--- src/rtl/execute_mem_stage_pkg.sv ---
// execute_mem_stage_pkg: lsu_op encodings, exception causes and the in-flight tracking entry.
package execute_mem_stage_pkg;
    localparam logic [1:0] LSU_SIZE_B = 2'd0;
    localparam logic [1:0] LSU_SIZE_H = 2'd1;
    localparam logic [1:0] LSU_SIZE_W = 2'd2;
    localparam logic [1:0] LSU_SIZE_D = 2'd3;
    localparam int LSU_UNSIGNED = 2;
    localparam logic [3:0] EXC_LOAD_MISALIGNED = 4'd4;
    localparam logic [3:0] EXC_STORE_MISALIGNED = 4'd6;

    // offset is sized for XLEN=64; narrower datapaths use its low bits
    typedef struct packed {
        logic       store;
        logic [4:0] waddr;
        logic [2:0] lsu_op;
        logic [2:0] offset;
        logic       kill;
    } mem_track_entry_type;
endpackage

--- src/rtl/execute_mem_stage_mem_track_fifo.sv ---
// mem_track_fifo: in-order queue of outstanding memory requests with a bulk kill.
module mem_track_fifo
    import execute_mem_stage_pkg::*;
#(
    parameter int DEPTH = 4
) (
    input  logic                       clk,
    input  logic                       rst,
    input  logic                       push,
    input  logic                       pop,
    input  logic                       kill_all,
    input  mem_track_entry_type        din,
    output mem_track_entry_type        head,
    output logic [$clog2(DEPTH):0]     count
);
    localparam int AW = $clog2(DEPTH);
    localparam int CW = AW + 1;

    mem_track_entry_type mem [DEPTH];
    logic [AW-1:0] rd_ptr, wr_ptr;

    assign head = mem[rd_ptr];

    always_ff @(posedge clk) begin
        if (rst) begin
            rd_ptr <= '0;
            wr_ptr <= '0;
            count <= '0;
        end else begin
            if (kill_all)
                for (int i = 0; i < DEPTH; i++) mem[i].kill <= 1'b1;
            if (push) begin
                mem[wr_ptr] <= din;
                wr_ptr <= wr_ptr + 1'b1;
            end
            if (pop) rd_ptr <= rd_ptr + 1'b1;
            count <= count + CW'(push) - CW'(pop);
        end
    end
endmodule

--- src/rtl/execute_mem_stage.sv ---
// execute_mem_stage: pipelined load/store issue with in-order response tracking,
// load alignment/extension, misalignment exceptions and flush-with-kill.
module execute_mem_stage
    import execute_mem_stage_pkg::*;
#(
    parameter int XLEN = 32,
    parameter int DEPTH = 4
) (
    input  logic              clk,
    input  logic              rst,
    input  logic              iss_valid,
    input  logic              iss_store,
    input  logic [2:0]        iss_lsu_op,
    input  logic [XLEN-1:0]   iss_address,
    input  logic [XLEN-1:0]   iss_wdata,
    input  logic [4:0]        iss_waddr,
    input  logic              clear,
    output logic              stall,
    output logic              req_valid,
    input  logic              req_ready,
    output logic [XLEN-1:0]   req_addr,
    output logic              req_wr,
    output logic [XLEN-1:0]   req_wdata,
    output logic [XLEN/8-1:0] req_wstrb,
    input  logic              rsp_valid,
    input  logic [XLEN-1:0]   rsp_rdata,
    output logic              wb_wren,
    output logic [4:0]        wb_waddr,
    output logic [XLEN-1:0]   wb_wdata,
    output logic              exc_valid,
    output logic [3:0]        exc_cause,
    output logic [XLEN-1:0]   exc_tval,
    output logic              busy,
    output logic              rsp_err
);
    localparam int NB = XLEN / 8;
    localparam int OW = $clog2(NB);
    localparam int CW = $clog2(DEPTH) + 1;

    logic [1:0] size;
    logic [2:0] align_mask;
    logic [7:0] byte_mask;
    logic [OW-1:0] offset;
    logic misaligned, issue_ok, accept, pop, wb_hit, exc_hit;
    logic [CW-1:0] count;
    mem_track_entry_type entry, head;
    logic [XLEN-1:0] rsp_shift, rsp_left, load_data;
    logic [6:0] ext_shift;

    assign size = iss_lsu_op[1:0];
    assign offset = iss_address[OW-1:0];
    assign align_mask = (3'd1 << size) - 3'd1;
    assign misaligned = (|(iss_address[2:0] & align_mask)) | (XLEN == 32 && size == LSU_SIZE_D);
    assign issue_ok = iss_valid & ~clear & ~misaligned;
    // a full queue can still take a new op when the head retires this cycle
    assign req_valid = issue_ok & ((count != CW'(DEPTH)) | rsp_valid);
    assign accept = req_valid & req_ready;
    assign stall = issue_ok & ~accept;
    assign pop = rsp_valid & (count != '0);
    assign busy = count != '0;

    always_comb begin
        byte_mask = size == LSU_SIZE_B ? 8'h01 : size == LSU_SIZE_H ? 8'h03 : size == LSU_SIZE_W ? 8'h0F : 8'hFF;
    end

    assign req_addr = {iss_address[XLEN-1:OW], {OW{1'b0}}};
    assign req_wr = iss_store;
    assign req_wdata = iss_wdata << {offset, 3'b000};
    assign req_wstrb = byte_mask[NB-1:0] << offset;

    assign entry = '{store: iss_store, waddr: iss_waddr, lsu_op: iss_lsu_op, offset: 3'(offset), kill: 1'b0};

    mem_track_fifo #(.DEPTH(DEPTH)) u_fifo (
        .clk(clk),
        .rst(rst),
        .push(accept),
        .pop(pop),
        .kill_all(clear),
        .din(entry),
        .head(head),
        .count(count)
    );

    // move the addressed lane to the top, then shift back down with zero or sign fill
    assign rsp_shift = rsp_rdata >> {head.offset[OW-1:0], 3'b000};
    assign ext_shift = 7'(XLEN) - (7'd8 << head.lsu_op[1:0]);
    assign rsp_left = rsp_shift << ext_shift;
    assign load_data = head.lsu_op[LSU_UNSIGNED] ? rsp_left >> ext_shift : $unsigned($signed(rsp_left) >>> ext_shift);

    assign wb_hit = pop & ~clear & ~head.store & ~head.kill & (|head.waddr);
    assign exc_hit = iss_valid & ~clear & misaligned;

    always_ff @(posedge clk) begin
        if (rst) begin
            wb_wren <= 1'b0;
            wb_waddr <= '0;
            wb_wdata <= '0;
            exc_valid <= 1'b0;
            exc_cause <= '0;
            exc_tval <= '0;
            rsp_err <= 1'b0;
        end else begin
            wb_wren <= wb_hit;
            if (wb_hit) begin
                wb_waddr <= head.waddr;
                wb_wdata <= load_data;
            end
            exc_valid <= exc_hit;
            if (exc_hit) begin
                exc_cause <= iss_store ? EXC_STORE_MISALIGNED : EXC_LOAD_MISALIGNED;
                exc_tval <= iss_address;
            end
            if (rsp_valid & (count == '0)) rsp_err <= 1'b1;
        end
    end
endmodule

--- config.mk ---
export PLATFORM = sky130hd
export DESIGN_NAME = execute_mem_stage
export DESIGN_NICKNAME = d
export VERILOG_FILES = /design/src/rtl/execute_mem_stage_pkg.sv /design/src/rtl/execute_mem_stage_mem_track_fifo.sv /design/src/rtl/execute_mem_stage.sv
export SDC_FILE = /design/constraint.sdc
export NUM_CORES = 1
export LEC_CHECK = 0
export ABC_AREA = 1
export CORE_ASPECT_RATIO = 0.8
export CORE_MARGIN = 4
export CORE_UTILIZATION = 25
export CTS_CLUSTER_SIZE = 24
export DETAILED_ROUTE_END_ITERATION = 8
export SLEW_MARGIN = 20
export SYNTH_ARGS = -nofsm -noshare
export SYNTH_HDL_FRONTEND = slang
export SYNTH_SLANG_ARGS = --single-unit
--- constraint.sdc ---
create_clock -name clk -period 6.7 [get_ports clk]
set_input_delay 0.67 -clock clk [delete_from_list [all_inputs] [get_ports clk]]
set_output_delay 0.67 -clock clk [all_outputs]
set_load 0.05 [all_outputs]
# Word level (Yosys, flattened, before mapping)

Memory sizes are Yosys's and may differ from the RTL's. A register that Yosys moved wholly into a read port is not among the register bits.
Index checks and enable logic that the tools add are counted.

Logic and storage cells: 69
RAM bits: 48
Register bits: 83
Memories kept: 1
Input bits: 111

Shift operators: 8
Reduce and logical (&&, ||, !) cells: 6
Bitwise operators: 20
Add/sub/neg operators: 6
Equal/unequal tests: 3
Mux-type cells: 15

Memory list:

| memory     | words | width | read ports | clocked after Yosys merged registers in | write ports | RTL line                               | RTL |
|---|---|---|---|---|---|---|---|
| u_fifo.mem | 4     | 12    | 1          | 1                                       | 4           | execute_mem_stage_mem_track_fifo.sv:19 | `mem_track_entry_type mem [DEPTH];` |

Operator list:

| kind                | number |
|---|---|
| $mux 32             | 1 |
| $shl 32x5->32       | 1 |
| $shl 32x7->32       | 1 |
| $shr 32x5->32       | 1 |
| $shr 32x7->32       | 1 |
| $sshr 32x7->32      | 1 |
| $and 1x1->1         | 12 |
| $mux 12             | 1 |
| $reduce_or 12->1    | 1 |
| $mux 2              | 5 |
| $mux 4              | 2 |
| $shl 4x2->7 const A | 1 |
| $sub 6x7->7 const A | 1 |
| $mux 1              | 6 |
| $not 1->1           | 5 |
| $reduce_or 5->1     | 1 |
| $add 2x1->2 const B | 2 |
| $shl 4x2->4         | 1 |
| $add 3x1->3         | 1 |
| $and 3x3->3         | 1 |
| $logic_not 3->1     | 1 |
| $ne 3x3->1 const B  | 1 |
| $reduce_bool 3->1   | 1 |
| $reduce_or 3->1     | 1 |
| 7 further kinds     | 8 |

# Depth between registers and ports, before layout

Gate-level depths: netlist of the first run.

Depth in word-level cells: 14
Gate-level depth with buffers: 15
Gate-level depth less buffers: 13

# Cells and area by module

From an unflattened synthesis of the first run, not the netlist that was laid out.

Cell total of the unflattened synthesis: 909
Area, all modules: 7145.6 um^2

By module, submodules not included:

| module            | instances | area an instance (um^2) | sequential area each (um^2) | cells each |
|---|---|---|---|---|
| execute_mem_stage | 1         | 4473.0                  | 1481.4                      | 687 |
| mem_track_fifo    | 1         | 2672.6                  | 1701.6                      | 222 |

# Worst setup path after synthesis of the first run

No wires, ideal clock.

Path type: in2reg
From: input iss_address[0]
To: memory u_fifo.mem[1][10] in the netlist's numbering (enable)
Data arrival time: 3.155 ns
Path buffers: 1
Cell stages on the path: 8
Path slack: 3.150 ns
Data required time: 6.305 ns
Cells stage by stage: buf_2 > o21ai_0 > nand3_1 > a21oi_1 > nand2_1 > nor2_1 > inv_1 > nor3_1

RTL lines:

| element            | RTL line                               | RTL |
|---|---|---|
| start: declaration | execute_mem_stage.sv:14                | `input logic [XLEN-1:0] iss_address,` |
| end: declaration   | execute_mem_stage_mem_track_fifo.sv:19 |  |

# Final worst setup path of the first run

From: input iss_address[0]
To: output req_wdata[23]

Longest elaborated chain between the ends: 1

Ends and longest elaborated chain:

| element          | RTL line                | RTL |
|---|---|---|
| $shl 32x5->32    | execute_mem_stage.sv:68 | `assign req_wdata = iss_wdata << {offset, 3'b000};` |
| end: declaration | execute_mem_stage.sv:23 | `output logic [XLEN-1:0] req_wdata,` |

No other way between the ends.

==> reports/results.tsv, run 1 <==
stage	metric	value	unit
outcome	status	finished, final reports clean	
place	dpl ws	2734	ps
timing	Least-Margin Pin Slew	1065	ps
hold_path	Hold Crit Start	rsp_err$_SDFFE_PP0P_	
global_routing	total gr overflow	0	
cells_and_area	Final nets	1192	
pwr	leakage power	3.843	nW
route	drt total wl	22050	um
synth	Yosys reg bits	131	
timing	Min Hold Slack	449.5	ps
global_routing	first-pass GRT wire length	34510	um
clocking	CTS Buf Count	17	
route	Iteration-0 DRC Markers	376	
clocking	# clock sinks	131	
route	Routed Antenna Nets	0	
timing	Slew Viols, Final	0	
synth	Netlist cell types	35	
setup_path	critical path startpoint	iss_address[0]	
job	max_cap viols	0	
route	DRC violations left	0	
route	drt wl/cell	15.29	um
clocking	Reg clk slew, reported paths	60	ps
die	Die Y-Extent	152.9	um
synth	leading area contributor after synthesis	dfxtp_1	
pwr	Peak supply drop	0.0001758	V
place	RD Place Congestion	0.8669	
route	vias per cell	4.442	
cells_and_area	utilization after layout	0.3800	
synth	synthesized area	6563	um2
synth	Most used DFF post-synth	dfxtp_1	
cells_and_area	Ant. Diodes	0	
synth	EDFF count, synth	45	
die	Die X	189.1	um
clocking	Clock Latency Late Sink	420	ps
timing	clock period minus worst slack	3974	ps
die	die area	28920	um2
route	Vias	6406	
clocking	hold buffer count at CTS	0	
cells_and_area	share of layout cells above drive strength 1	0.05683	
clocking	Post-CTS Setup Inserts	0	
global_routing	vias in the first global route	6373	
setup_path	crit path max fanout	37	
clocking	Max clock buf depth	2	
clocking	CTS tree	done	
timing	post-route setup slack	2726	ps
synth	top post-synthesis cells by area	dfxtp_1 26%, edfxtp_1 21%, nand2_1 12%	
setup_path	startpoint types	input port	
timing	Final Setup Violations	0	
die	Rows	52	
place	PortBufs	254	
place	DP HPWL	16410	um
clocking	H-tree Lvls	4	
hold_path	Hold Crit Class	reg -> reg	
synth	post-synthesis sequential area ratio	0.4683	
timing	clock skew	7.579	ps
synth	syn avg cell area	7.491	um2
timing	endpoints failing hold	0	
synth	asr flop ratio synth	0	
global_routing	largest net degree at the start of global routing	40	
route	DRT Pass-1 Iters	5	
clocking	post-CTS sizing	0	
clocking	root buffer cell	clkbuf_16	
timing	fin crit share	0.5931	
cells_and_area	Filler cells	2623	
global_routing	initial antenna violation count	0	
timing	setup_tns	0	ps
setup_path	critical path endpoint category	output pin	
setup_path	Crit path required time	6030	ps
global_routing	total track usage	0.1488	
synth	Yosys warning count	0	
setup_path	WS Path Type	in -> out	
timing	relative slew slack	0.2872	
die	Core Area	25570	um2
timing	RSZ-0062 raised after global routing	false	
die	Starting Density	0.2567	
setup_path	WP data arrival	3300	ps
die	Top Ports	259	
synth	top-area cell type share of the netlist area	0.2623	
synth	cell count after synthesis	876	
cells_and_area	Syn-to-layout area delta	48.06	%
pwr	pwr dens	280.9	nW/um2
timing	Max Freq	251.7	MHz
Yosys cell counts, types with 4 or more instances:
master    instances
nand2_1         210
nor2_1          135
dfxtp_1          86
o21ai_0          73
a21oi_1          62
nand3_1          59
inv_1            52
edfxtp_1         45
buf_4            43
clkbuf_1         20
buf_2            10
inv_2             9
o211ai_1          9
a22oi_1           8
o22ai_1           8
nand2_2           6
nand4_1           6
buf_1             4
buf_6             4
nand3_2           4
metrics by stage:
step / instance area (um2) / instances / power (mW)
after global placement: 9100 / 1410 / 1.769
after detailed placement: 9100 / 1410 / 1.771
after floorplan: 6574 / 879 / 1.532
final: 9717 / 1442 / 2.729
after CTS: 9717 / 1442 / 2.753
after global routing: 9717 / 1442 / 2.883
cells in the final DEF, fill, tap and decap left out, types with 3 or more instances in the layout:
| cell | n |
|---|---|
| nand2_2 | 6 |
| nor2_1 | 135 |
| inv_6 | 3 |
| o21ai_0 | 73 |
| clkdlybuf4s50_1 | 254 |
| nand3_1 | 59 |
| o22ai_1 | 8 |
| nand4_1 | 6 |
| bufinv_16 | 3 |
| a22oi_1 | 8 |
| buf_4 | 7 |
| conb_1 | 4 |
| a21oi_1 | 62 |
| nor3_1 | 3 |
| dfxtp_1 | 86 |
| o211ai_1 | 9 |
| inv_2 | 9 |
| edfxtp_1 | 45 |
| nand3_2 | 4 |
| clkinv_1 | 4 |
| clkinv_4 | 3 |
| clkbuf_16 | 17 |
| nand2_1 | 210 |
| inv_1 | 52 |
final timing paths:
path                                    end  slack [ps]  depth (start not counted)
setup reg to reg  wb_wdata[25]$_SDFFE_PP0P_        3320                         13
hold / removal         rsp_err$_SDFFE_PP0P_         450                          2
setup / recovery              req_wdata[23]        2730                          6
hold reg to reg        rsp_err$_SDFFE_PP0P_         450                          2
where the power goes:
group          internal [mW]  total, mW  switching (mW)
Combinational          0.285      0.874           0.589
Sequential             0.852      0.884          0.0324
Clock                  0.601      0.971           0.371
cell families after synthesis:
family | share of synthesized area
AOI/OAI and AO/OA | 0.1365
xor gates and xnor gates | 0.001335
adders and majority gates | 0.006863
buffers and inverters | 0.1140
DFF | 0.4683
other | 0.0005714
and+or+nand+nor | 0.2725
sequential cells by signal (all words and copies together) (netlist names), named ones only:
register	cells
u_fifo.count	3
exc_cause	2
exc_valid	1
exc_tval	32
wb_wdata	32
u_fifo.rd_ptr	2
u_fifo.wr_ptr	2
rsp_err	1
u_fifo.mem	48
wb_waddr	5
wb_wren	1
layer usage:
metal	global-route usage	routed length, um
met1	0.1840	9715
met2	0.2440	10200
met3	0.05176	1738
met4	0.04787	398
met5	0	0
critical path, cell delays in order:
cell	delay, ps
clkdlybuf4s50_1	450
buf_4	310
clkinv_1	540
nand2_1	460
o32ai_1	130
clkdlybuf4s50_1	720
area by class of cell:
type | count | area, um2 | area share
Clock buffer | 18 | 439.2 | 0.04520
Inverter | 64 | 240.2 | 0.02472
Timing Repair Buffer | 261 | 2595 | 0.2671
Multi-Input combinational cell | 603 | 2753 | 0.2833
Sequential cell | 131 | 3073 | 0.3163
Tap cell | 351 | 439.2 | 0.04520
Clock inverter | 14 | 177.7 | 0.01828
Power figures use the tool's default switching activity.
==> run 2, diff against run 1 <==
==> constraint.sdc (replaced) <==
create_clock -name clk -period 4 [get_ports clk]
set_input_delay 0.4 -clock clk [delete_from_list [all_inputs] [get_ports clk]]
set_output_delay 0.4 -clock clk [all_outputs]
set_load 0.05 [all_outputs]
==> run 2 against run 1 <==
  * Final area shrank 0.23%
  * Combinational power grew 70%
  * Clock skew grew 6.6 ps
  * Core utilization shrank 0.088 points
  * Clock power grew 60%
  * Global-route usage grew 0.24 points
  * Die area is the same
  * Sequential power grew 66%
  * Critical path depth is the same
  * Largest cell class unchanged
  * Register-to-register slack lost 2200 ps
  * Non-clock buffer count grew 6
  * Total power grew 65%
==> reports/results.tsv, run 2 (synthesis results as in run 1) <==
stage	metric	value	unit	change
setup_path	reg-to-reg endpoint	wb_wdata[3]$_SDFFE_PP0P_		
setup_path	critical path endpoint category	output pin		
route	Iteration-0 DRC Markers	374		-0.53%
timing	clock period minus worst slack	2878	ps	
hold_path	Hold Path Depth	2		unchanged
cells_and_area	share of layout cells above drive strength 1	0.07657		+0.01974
clocking	# clock sinks	131		unchanged
setup_path	cell mode on critical path	buf_4		
clocking	root buffer cell	clkbuf_16		
place	DP HPWL	16790	um	+2.3%
place	PortBufs	254		unchanged
cells_and_area	max reg flops	48		unchanged
cells_and_area	Biggest register	u_fifo.mem		
timing	Least-Margin Pin Slew	906.9	ps	-158.4 ps
pwr	leakage power	3.877	nW	+0.87%
setup_path	worst-path cell chain	clkdlybuf4s50_1, buf_4, clkinv_1, nand2_1, o32ai_1, buf_4		
cells_and_area	leading cell type in the layout, fill and taps excluded	clkdlybuf4s50_1		
route	drt total wl	22340	um	+1.3%
outcome	status	finished, final reports clean		
setup_path	worst-case reg-to-reg path depth	11		-2
setup_path	crit path max fanout	34		-8.1%
die	Die X	189.1	um	unchanged
pwr	pwr dens	465.4	nW/um2	+66%
setup_path	Worst R2R Setup Slack	1170	ps	-2150 ps
timing	RSZ-0062 raised after global routing	false		
timing	clock skew	14.20	ps	+6.618 ps
timing	Final Setup Violations	0		unchanged
die	Core Area	25570	um2	unchanged
route	DRC violations left	0		unchanged
cells_and_area	Non-Filler Instances	1448		+0.42%
timing	Max Freq	347.5	MHz	
timing	endpoints failing hold	0		unchanged
clocking	post-CTS sizing	0		unchanged
cells_and_area	most frequent cells in the layout	236 x clkdlybuf4s50_1, 210 x nand2_1, 135 x nor2_1		
clocking	H-tree Lvls	4		unchanged
global_routing	total gr overflow	0		unchanged
cells_and_area	Filler cells	2669		+1.8%
clocking	CTS Buf Count	17		unchanged
timing	fin crit share	0.7195		
pwr	Peak supply drop	0.0003067	V	+74%
route	vias per cell	4.468		+0.58%
clocking	Post-CTS Setup Inserts	0		unchanged
global_routing	first-pass GRT wire length	34830	um	+0.94%
setup_path	WP data arrival	2480	ps	-820 ps
global_routing	largest net degree at the start of global routing	38		-5.0%
cells_and_area	utilization after layout	0.3791		-0.0008810
clocking	CTS tree	done		
die	Starting Density	0.2567		unchanged
cells_and_area	Ant. Diodes	0		unchanged
global_routing	vias in the first global route	6333		-0.63%
hold_path	Hold Crit Class	reg -> reg		
clocking	Max clock buf depth	2		unchanged
clocking	hold buffer count at CTS	0		unchanged
clocking	Clock Latency Late Sink	420	ps	about the same
cells_and_area	Final nets	1198		+0.50%
setup_path	Worst path max stage delay	510	ps	-210 ps
route	Routed Antenna Nets	0		unchanged
route	drt wl/cell	15.43	um	+0.89%
global_routing	total track usage	0.1512		+0.002409
setup_path	highest-delay cell along the critical path	clkdlybuf4s50_1		
global_routing	initial antenna violation count	0		unchanged
timing	Slew Viols, Final	0		unchanged
route	DRT Pass-1 Iters	7		+2
job	max_cap viols	0		unchanged
clocking	Reg clk slew, reported paths	60	ps	about the same
setup_path	WS Path Type	in -> out		
timing	setup_tns	0	ps	unchanged
route	Vias	6470		+1.0%
die	die area	28920	um2	unchanged
cells_and_area	biggest regs	u_fifo.mem (48), exc_tval (32), wb_wdata (32)		
setup_path	startpoint types	input port		
setup_path	Crit path required time	3600	ps	-2430 ps
place	Cells after DPL	1416		+0.43%
die	Die Y-Extent	152.9	um	unchanged
timing	relative slew slack	0.3947		+0.1075
die	Rows	52		unchanged
hold_path	Hold Crit Start	rsp_err$_SDFFE_PP0P_		
die	Top Ports	259		unchanged
hold_path	Hold EP	rsp_err$_SDFFE_PP0P_		
cells_and_area	Syn-to-layout area delta	47.72	%	
place	RD Place Congestion	0.8709		+0.46%
==> run 2: routing by layer <==
layer	global-route usage	share of wire	wire, um
met1	0.1940	0.44	9847
met5	0	0	0
met2	0.2417	0.46	10360
met4	0.03711	0.011	244
met3	0.05723	0.085	1895
==> run 2: final cells by class <==
class / count / area, um2 / share of cell area
Sequential cell: 131 / 3073 / 0.3170
Timing Repair Buffer: 267 / 2608 / 0.2690
Clock buffer: 18 / 429.2 / 0.04427
Multi-Input combinational cell: 603 / 2753 / 0.2839
Tap cell: 351 / 439.2 / 0.04530
Inverter: 64 / 240.2 / 0.02478
Clock inverter: 14 / 152.6 / 0.01575
==> run 2: worst max-delay path by stage <==
stage / start / endpoint / slack (ps) / depth (start not counted)
2_1_floorplan: iss_address[0] / u_fifo.mem[1][10]$_DFFE_PP_ / 720 / 8
3_3_place_gp: iss_address[1] / u_fifo.mem[0][1]$_DFFE_PP_ / 1000 / 11
3_5_place_dp: iss_address[1] / u_fifo.mem[1][10]$_DFFE_PP_ / 950 / 9
4_1_cts: iss_address[0] / req_wdata[18] / 1100 / 6
5_1_grt: flop / wb_wdata[26]$_SDFFE_PP0P_ / 880 / 11
6_report: iss_address[0] / req_wdata[23] / 1120 / 6
==> run 2: power by group <==
| part | internal [mW] | switching (mW) | total [mW] |
|---|---|---|---|
| logic | 0.485 | 1.01 | 1.49 |
| clock network | 0.927 | 0.623 | 1.55 |
| registers | 1.43 | 0.0422 | 1.47 |
==> run 2: metrics by stage <==
step                      setup slack, ps  power [mW]  hold slack, ps  cell area, um2
after floorplan                     720.1       2.565           431.8            6574
after global placement               1005       2.978           442.3            9112
after detailed placement            954.7       2.990           447.1            9112
after CTS                            1103       4.555           457.3            9694
after global routing                883.3       4.773           476.2            9694
final                                1122       4.512           452.8            9694
==> run 2: critical path, delay by kind of cell <==
family,cells,cell delay (ps)
AO/OA/AOI/OAI,1,120
buffers and inverters,4,1520
AND/OR/NAND/NOR,1,430
